--- config.mk ---
export PLATFORM = sky130hd
export DESIGN_NAME = pattern_bank
export DESIGN_NICKNAME = d
export VERILOG_FILES = /design/src/rtl/pattern_bank.sv
export SDC_FILE = /design/constraint.sdc
export NUM_CORES = 1
export LEC_CHECK = 0
export ABC_AREA = 1
export CAP_MARGIN = 20
export CORE_UTILIZATION = 26
export CTS_CLUSTER_DIAMETER = 150
export CTS_CLUSTER_SIZE = 40
export DETAILED_ROUTE_END_ITERATION = 6
export SYNTH_ARGS = -nofsm -noshare
export SYNTH_HDL_FRONTEND = slang
export SYNTH_SLANG_ARGS = --single-unit
export TNS_END_PERCENT = 1
--- constraint.sdc ---
create_clock -name clk -period 2 [get_ports clk]
set_input_delay 0.3 -clock clk [delete_from_list [all_inputs] [get_ports clk]]
set_output_delay 0.3 -clock clk [all_outputs]
set_load 0.02 [all_outputs]
--- src/rtl/pattern_bank.sv ---
`default_nettype none
// ============================================================================
// Module      : pattern_bank
// Description : Parametrised pattern store for the PAT processor. DEPTH fields
//               of WIDTH bits, reachable through a bit-serial scan chain
//               (sin -> field 0 bit 0 ... field DEPTH-1 bit WIDTH-1 -> sout)
//               and through a binary-addressed write port plus a registered
//               (latency 1) read port. A frame counter pulses frame_done
//               after every DEPTH*WIDTH shifts. A write that collides with a
//               shift, or that addresses a non-existent field, is discarded
//               and reported on wr_drop one cycle later.
//               Optional macro PATBUF_RD2_EN adds an independent second read
//               port (rd2_addr / rd2_data).
// Revision    : 1.0 - initial release
// ============================================================================
module pattern_bank #(
    parameter  int DEPTH = 22,
    parameter  int WIDTH = 8,
    localparam int AW    = $clog2(DEPTH)
) (
    input  logic             clk,
    input  logic             rst,
    input  logic             ssel,
    input  logic             sin,
    output logic             sout,
    input  logic             sclr,
    output logic             frame_done,
    input  logic             wr_en,
    input  logic [AW-1:0]    wr_addr,
    input  logic [WIDTH-1:0] wr_data,
    output logic             wr_drop,
    input  logic [AW-1:0]    rd_addr,
    output logic [WIDTH-1:0] rd_data
`ifdef PATBUF_RD2_EN
    ,
    input  logic [AW-1:0]    rd2_addr,
    output logic [WIDTH-1:0] rd2_data
`endif
);

    // Frame length in shifts and the counter sized to hold 0..C_FRAME_LEN-1
    localparam int              C_FRAME_LEN = DEPTH * WIDTH;
    localparam int              C_CW        = $clog2(C_FRAME_LEN);
    localparam logic [C_CW-1:0] C_CNT_LAST  = C_CW'(C_FRAME_LEN - 1);
    // DEPTH widened by one bit so the range check also works when DEPTH is a
    // power of two (every address is then legal)
    localparam logic [AW:0]     C_DEPTH_EXT = (AW + 1)'(DEPTH);

    // Storage and its next-state image
    logic [WIDTH-1:0] r_field     [DEPTH];
    logic [WIDTH-1:0] w_field_nxt [DEPTH];

    // Bit entering the bottom of each field on a shift
    logic [DEPTH-1:0] w_carry;

    logic             r_ssel_prev;
    logic             w_shift;
    logic             w_wr_in_range;
    logic             w_wr_ok;

    logic [C_CW-1:0]  r_cnt;
    logic             r_frame_done;
    logic             r_wr_drop;
    logic [WIDTH-1:0] r_rd_data;

    // True when the address selects an existing field
    function automatic logic addr_in_range(input logic [AW-1:0] addr);
        return ({1'b0, addr} < C_DEPTH_EXT);
    endfunction

    // Field contents for the read ports; non-existent fields read as zero
    function automatic logic [WIDTH-1:0] read_field(input logic [AW-1:0] addr);
        logic [WIDTH-1:0] val;
        val = '0;
        if (addr_in_range(addr)) begin
            val = r_field[addr];
        end
        return val;
    endfunction

    // One shift per rising edge of ssel; a shift always beats a write
    assign w_shift       = ssel & ~r_ssel_prev;
    assign w_wr_in_range = addr_in_range(wr_addr);
    assign w_wr_ok       = wr_en & ~w_shift & w_wr_in_range;

    // Scan output comes straight from storage so it tracks each shift edge
    assign sout       = r_field[DEPTH-1][WIDTH-1];
    assign frame_done = r_frame_done;
    assign wr_drop    = r_wr_drop;
    assign rd_data    = r_rd_data;

    // Chain linkage: field 0 takes sin, every other field takes the MSB of
    // the field below it
    always_comb begin
        w_carry    = '0;
        w_carry[0] = sin;
        for (int i = 1; i < DEPTH; i++) begin
            w_carry[i] = r_field[i-1][WIDTH-1];
        end
    end

    // Next value of every field: whole-chain shift, else a single-field write
    always_comb begin
        for (int i = 0; i < DEPTH; i++) begin
            w_field_nxt[i] = r_field[i];
            if (w_shift) begin
                w_field_nxt[i] = {r_field[i][WIDTH-2:0], w_carry[i]};
            end else if (w_wr_ok && (wr_addr == AW'(i))) begin
                w_field_nxt[i] = wr_data;
            end
        end
    end

    // Field storage; reset discards any partially shifted frame
    always_ff @(posedge clk) begin
        if (rst) begin
            for (int i = 0; i < DEPTH; i++) begin
                r_field[i] <= '0;
            end
        end else begin
            r_field <= w_field_nxt;
        end
    end

    // ssel history for edge detection; reset clears it so a high ssel in
    // the first cycle after reset still counts as an edge
    always_ff @(posedge clk) begin
        if (rst) begin
            r_ssel_prev <= 1'b0;
        end else begin
            r_ssel_prev <= ssel;
        end
    end

    // Frame bit counter with a one-cycle pulse on wrap; sclr restarts the
    // frame and suppresses a pulse on the same edge
    always_ff @(posedge clk) begin
        if (rst) begin
            r_cnt        <= '0;
            r_frame_done <= 1'b0;
        end else if (sclr) begin
            r_cnt        <= '0;
            r_frame_done <= 1'b0;
        end else if (w_shift) begin
            if (r_cnt == C_CNT_LAST) begin
                r_cnt        <= '0;
                r_frame_done <= 1'b1;
            end else begin
                r_cnt        <= r_cnt + 1'b1;
                r_frame_done <= 1'b0;
            end
        end else begin
            r_frame_done <= 1'b0;
        end
    end

    // Report a discarded write request one cycle after it was presented
    always_ff @(posedge clk) begin
        if (rst) begin
            r_wr_drop <= 1'b0;
        end else begin
            r_wr_drop <= wr_en & (w_shift | ~w_wr_in_range);
        end
    end

    // Registered read: samples pre-edge storage, so a colliding write or
    // shift shows up one cycle later
    always_ff @(posedge clk) begin
        if (rst) begin
            r_rd_data <= '0;
        end else begin
            r_rd_data <= read_field(rd_addr);
        end
    end

`ifdef PATBUF_RD2_EN
    logic [WIDTH-1:0] r_rd2_data;

    assign rd2_data = r_rd2_data;

    // Second registered read port, independent of the first
    always_ff @(posedge clk) begin
        if (rst) begin
            r_rd2_data <= '0;
        end else begin
            r_rd2_data <= read_field(rd2_addr);
        end
    end
`endif

endmodule
`default_nettype wire

==> metrics.md, run 1 <==
| Metric | Value |
|---|---|
| Num CTS Buffers | `17` |
| Setup crit end kind | `flip-flop` |
| Longest Clk Path Bufs | `2` |
| First-pass GRT wire length | `56900 µm` |
| Area of the mapped netlist | `0.0112 mm²` |
| RSZ-0062 raised after global routing | `no` |
| Layout cells sized above 1 | `0.0799` |
| Via count | `11.7k` |
| Crit path DAT | `2.17 ns` |
| Post-CTS Hold Buffers | `0` |
| Most frequent cell after synthesis | `nand2_1` |
| Synth Net Count | `1922` |
| Internal | `6610 µW` |
| Top FF cell, synth | `dfxtp_1` |
| Gr ovfl total | `0` |
| WP data required | `around 2.4 ns` |
| Pwr dens | `740 mW/mm²` |
| Clk slew on worst S/H paths | `approximately 0.080 ns` |
| Worst Hold Class | `flip-flop to flip-flop` |
| PortBufs | `34` |
| Cell accounting for the most synthesized area | `dfxtp_1` |
| Vias in the first global route | `approximately 11k` |
| Fillcell total | `4662` |
| Crit path launch type | `input port` |
| Remaining DRCs | `0` |
| DR WL/cell | `14.1 µm` |
| Seq. cell area | `0.00390 mm²` |
| Hold_ws | `0.482 ns` |
| Max_slew headroom | `0.721` |
| DP Wirelength | `roughly 24000 µm` |
| CP Max Fanout | `8` |
| Die area | `0.0440 mm²` |
| Num rows | `between 70 and 80` |
| Clk pwr share | `0.353` |
| Worst Setup Path Type | `input port to flip-flop` |
| Clk sinks | `slightly below 200` |
| Die H | `210 µm` |
| Switching power share of the total | `0.328` |
| Outcome | `completed` |
| Nets | `a little under 2k` |
| Final period utilization | `0.899` |
| Reg power frac | `0.435` |
| Number of diodes | `0` |
| Count of maximum capacitance violations | `0` |
| Setup Skew | `0.0130 ns` |
| Largest net degree at the start of global routing | `approximately 70` |
| Post-Synthesis Cells | `1897` |
| Initial antenna violation count | `0` |
| Area of the multi-input gates | `0.00577 mm²` |
| Endpoint of the worst hold path | `r_field[2]` |
| Pleak | `0.00626 µW` |
| Die boundary width | `around 210 µm` |
| Synth async-reset ratio | `0` |
| Initial DRC count | `969` |
| Met3 WL | `2000 µm` |
| Area growth syn-to-layout | `18.4%` |
| Synth warn | `0` |
| Wl on met1 | `roughly 16000 µm` |
| Reg2reg start | `r_ssel_prev` |
| I/O Pins | `35` |
| CP most frequent cell | `nand2_1` |
| Switching power | `about 3200 µW` |
| Post-synth EDFFs | `0` |
| Worst r2r path cells | `12` |
| Post-synth cell types | `29` |
| Antenna violation net count after detailed routing | `0` |
| Fmax | `between 500 and 600 MHz` |
| Hold Startpoint | `r_field[2]` |
| Worst vdd ir | `606 µV` |
| Sequential-to-total area share from yosys stat | `0.348` |
| Clk_lat worst skew | `0.45 ns` |
| Pre-CTS setup slack | `-0.237 ns` |
| Setup ws final | `0.202 ns` |
| Slew Limit Fails | `0` |
| Slowest CP cell | `clkdlybuf4s50_1` |
| Hold Path Depth | `2` |
| Commonest cells in the netlist | `nand2_1, nor2_1, inv_1` |
| GRT Total Usage | `0.163` |
| Min Clock Period, post-route | `around 1.8 ns` |
| Gp weighted congestion | `around 0.90` |
| Final setup fails | `0` |
| Area contributors post-synth | `dfxtp_1, nand2_1, nor2_1, nand3_1, inv_1` |
| CTS tree | `done` |
| Final Hold Viols | `0` |
| Reg2reg end | `r_field[56]` |
| H-Tree Depth | `4` |
| Routed length on met2 | `16700 µm` |
| Slew @ Worst Pin | `0.417 ns` |
| Starting Density | `0.265` |
| Top Layer Used | `met4` |
| Setup slack, reg-to-reg | `0.31 ns` |
| Post-synth top area share | `0.348` |
| Combinational power share | `0.211` |
| Synth Register Bits | `~200` |
| Core area | `about 0.042 mm²` |
| Worst path cell trace | `clkdlybuf4s50_1 -> inv_1 -> nor2_1 -> nand3_1 -> nand3b_2 -> nand2_1 -> nand2_1 -> a21oi_1` |
| Worst path max stage delay | `roughly 0.60 ns` |
| DR vias/cell | `4.64` |
| First drt pass iteration count | `6` |
| Post-CTS Resized | `0` |
| Root Buffer | `clkbuf_16` |
| Setup Buffers After CTS | `0` |
| Detailed Route WL | `~36000 µm` |
| Total power | `between 9000 and 10000 µW` |
| Avg Inst Size Synth | `5.92 µm²` |
[logic make-up (layout without fill, tap and decap cells)]
logic type	count (synthesis)	after routing	share of synthesized area
adders and majority gates	1	1	0.00111
buffers and inverters	378	422	0.140
and+or+nand+nor	1040	1040	0.382
AOI/OAI and AO/OA	283	283	0.129
DFF	195	195	0.348
[flip-flops by register name, indices dropped and copies added (netlist names)]
signal,cells
r_ssel_prev,1
r_field,175
frame_done,1
r_cnt,8
sout,1
rd_data,8
wr_drop,1
[power by group through the flow]
stage / Sequential (µW) / Combinational, µW / Clock (µW)
floorplan: 4350 / 1390 / 0
finish: 4280 / 2080 / 3480
CTS: 4280 / 2070 / 3550
detailed placement: 4370 / 2060 / 0
global route: 4310 / 2340 / 3720
global placement: 4360 / 2030 / 0
[final cells by class]
cell class              instances  area share
repair buffers                129       0.101
well taps                     577      0.0543
clock inverters                14      0.0102
inverters                     261      0.0739
flip-flops and latches        195       0.294
multi-input cells            1324       0.434
clock buffers                  18      0.0330
[placed cells by master (no fill, tap or decap), types with 11 or more instances in the layout]
master             n
nand2_1          519
nor2_1           282
nand2_2           11
a21oi_1           92
inv_1            257
buf_4             72
nand3_1          207
buf_12            24
o21ai_0          183
clkdlybuf4s50_1   32
dfxtp_1          195
clkbuf_16         17
[per-stage QoR]
| stage | util | instance area [µm²] | std cells | setup TNS [ns] |
|---|---|---|---|---|
| after CTS | 0.314 | 13300 | 2518 | 0 |
| after global placement | 0.301 | 12700 | 2486 | -19.75 |
| after global routing | 0.314 | 13300 | 2518 | 0 |
| final | 0.314 | 13300 | 2518 | 0 |
| after floorplan | - | 11200 | 1897 | 0 |
| after detailed placement | 0.301 | 12700 | 2486 | -23.87 |
[worst max-delay path by stage]
stage	cells after the start	startpoint	endpoint
after detailed placement	8	wr_addr[4]	r_field[30]
after CTS	1	sout	sout
final	8	wr_addr[4]	r_field[29]
after floorplan	10	wr_addr[1]	r_field[86]
after global routing	9	ssel	r_cnt[6]
after global placement	7	rd_addr[2]	rd_data[2]
[layer usage]
metal  vias to the layer above  GRT usage
met5                         -          0
met4                         0     0.0604
met3                        65     0.0253
met2                       375      0.273
met1                      5291      0.210
li1                       5941          -
[worst max-delay path, delay by kind of cell]
family / cells / cell delay [ns]
buffers and inverters: 2 / 0.76
AND/OR/NAND/NOR: 5 / 0.98
AO/OA/AOI/OAI: 1 / 0.13
No activity file was read; power rests on OpenSTA's default activity.
==> run 2: changes to the inputs <==
HOLD_SLACK_MARGIN = 0.12   (was default)
TNS_END_PERCENT = default   (was 1)
==> results of run 2 <==
The final DEF is identical to that of run 1; final timing and power are the same.
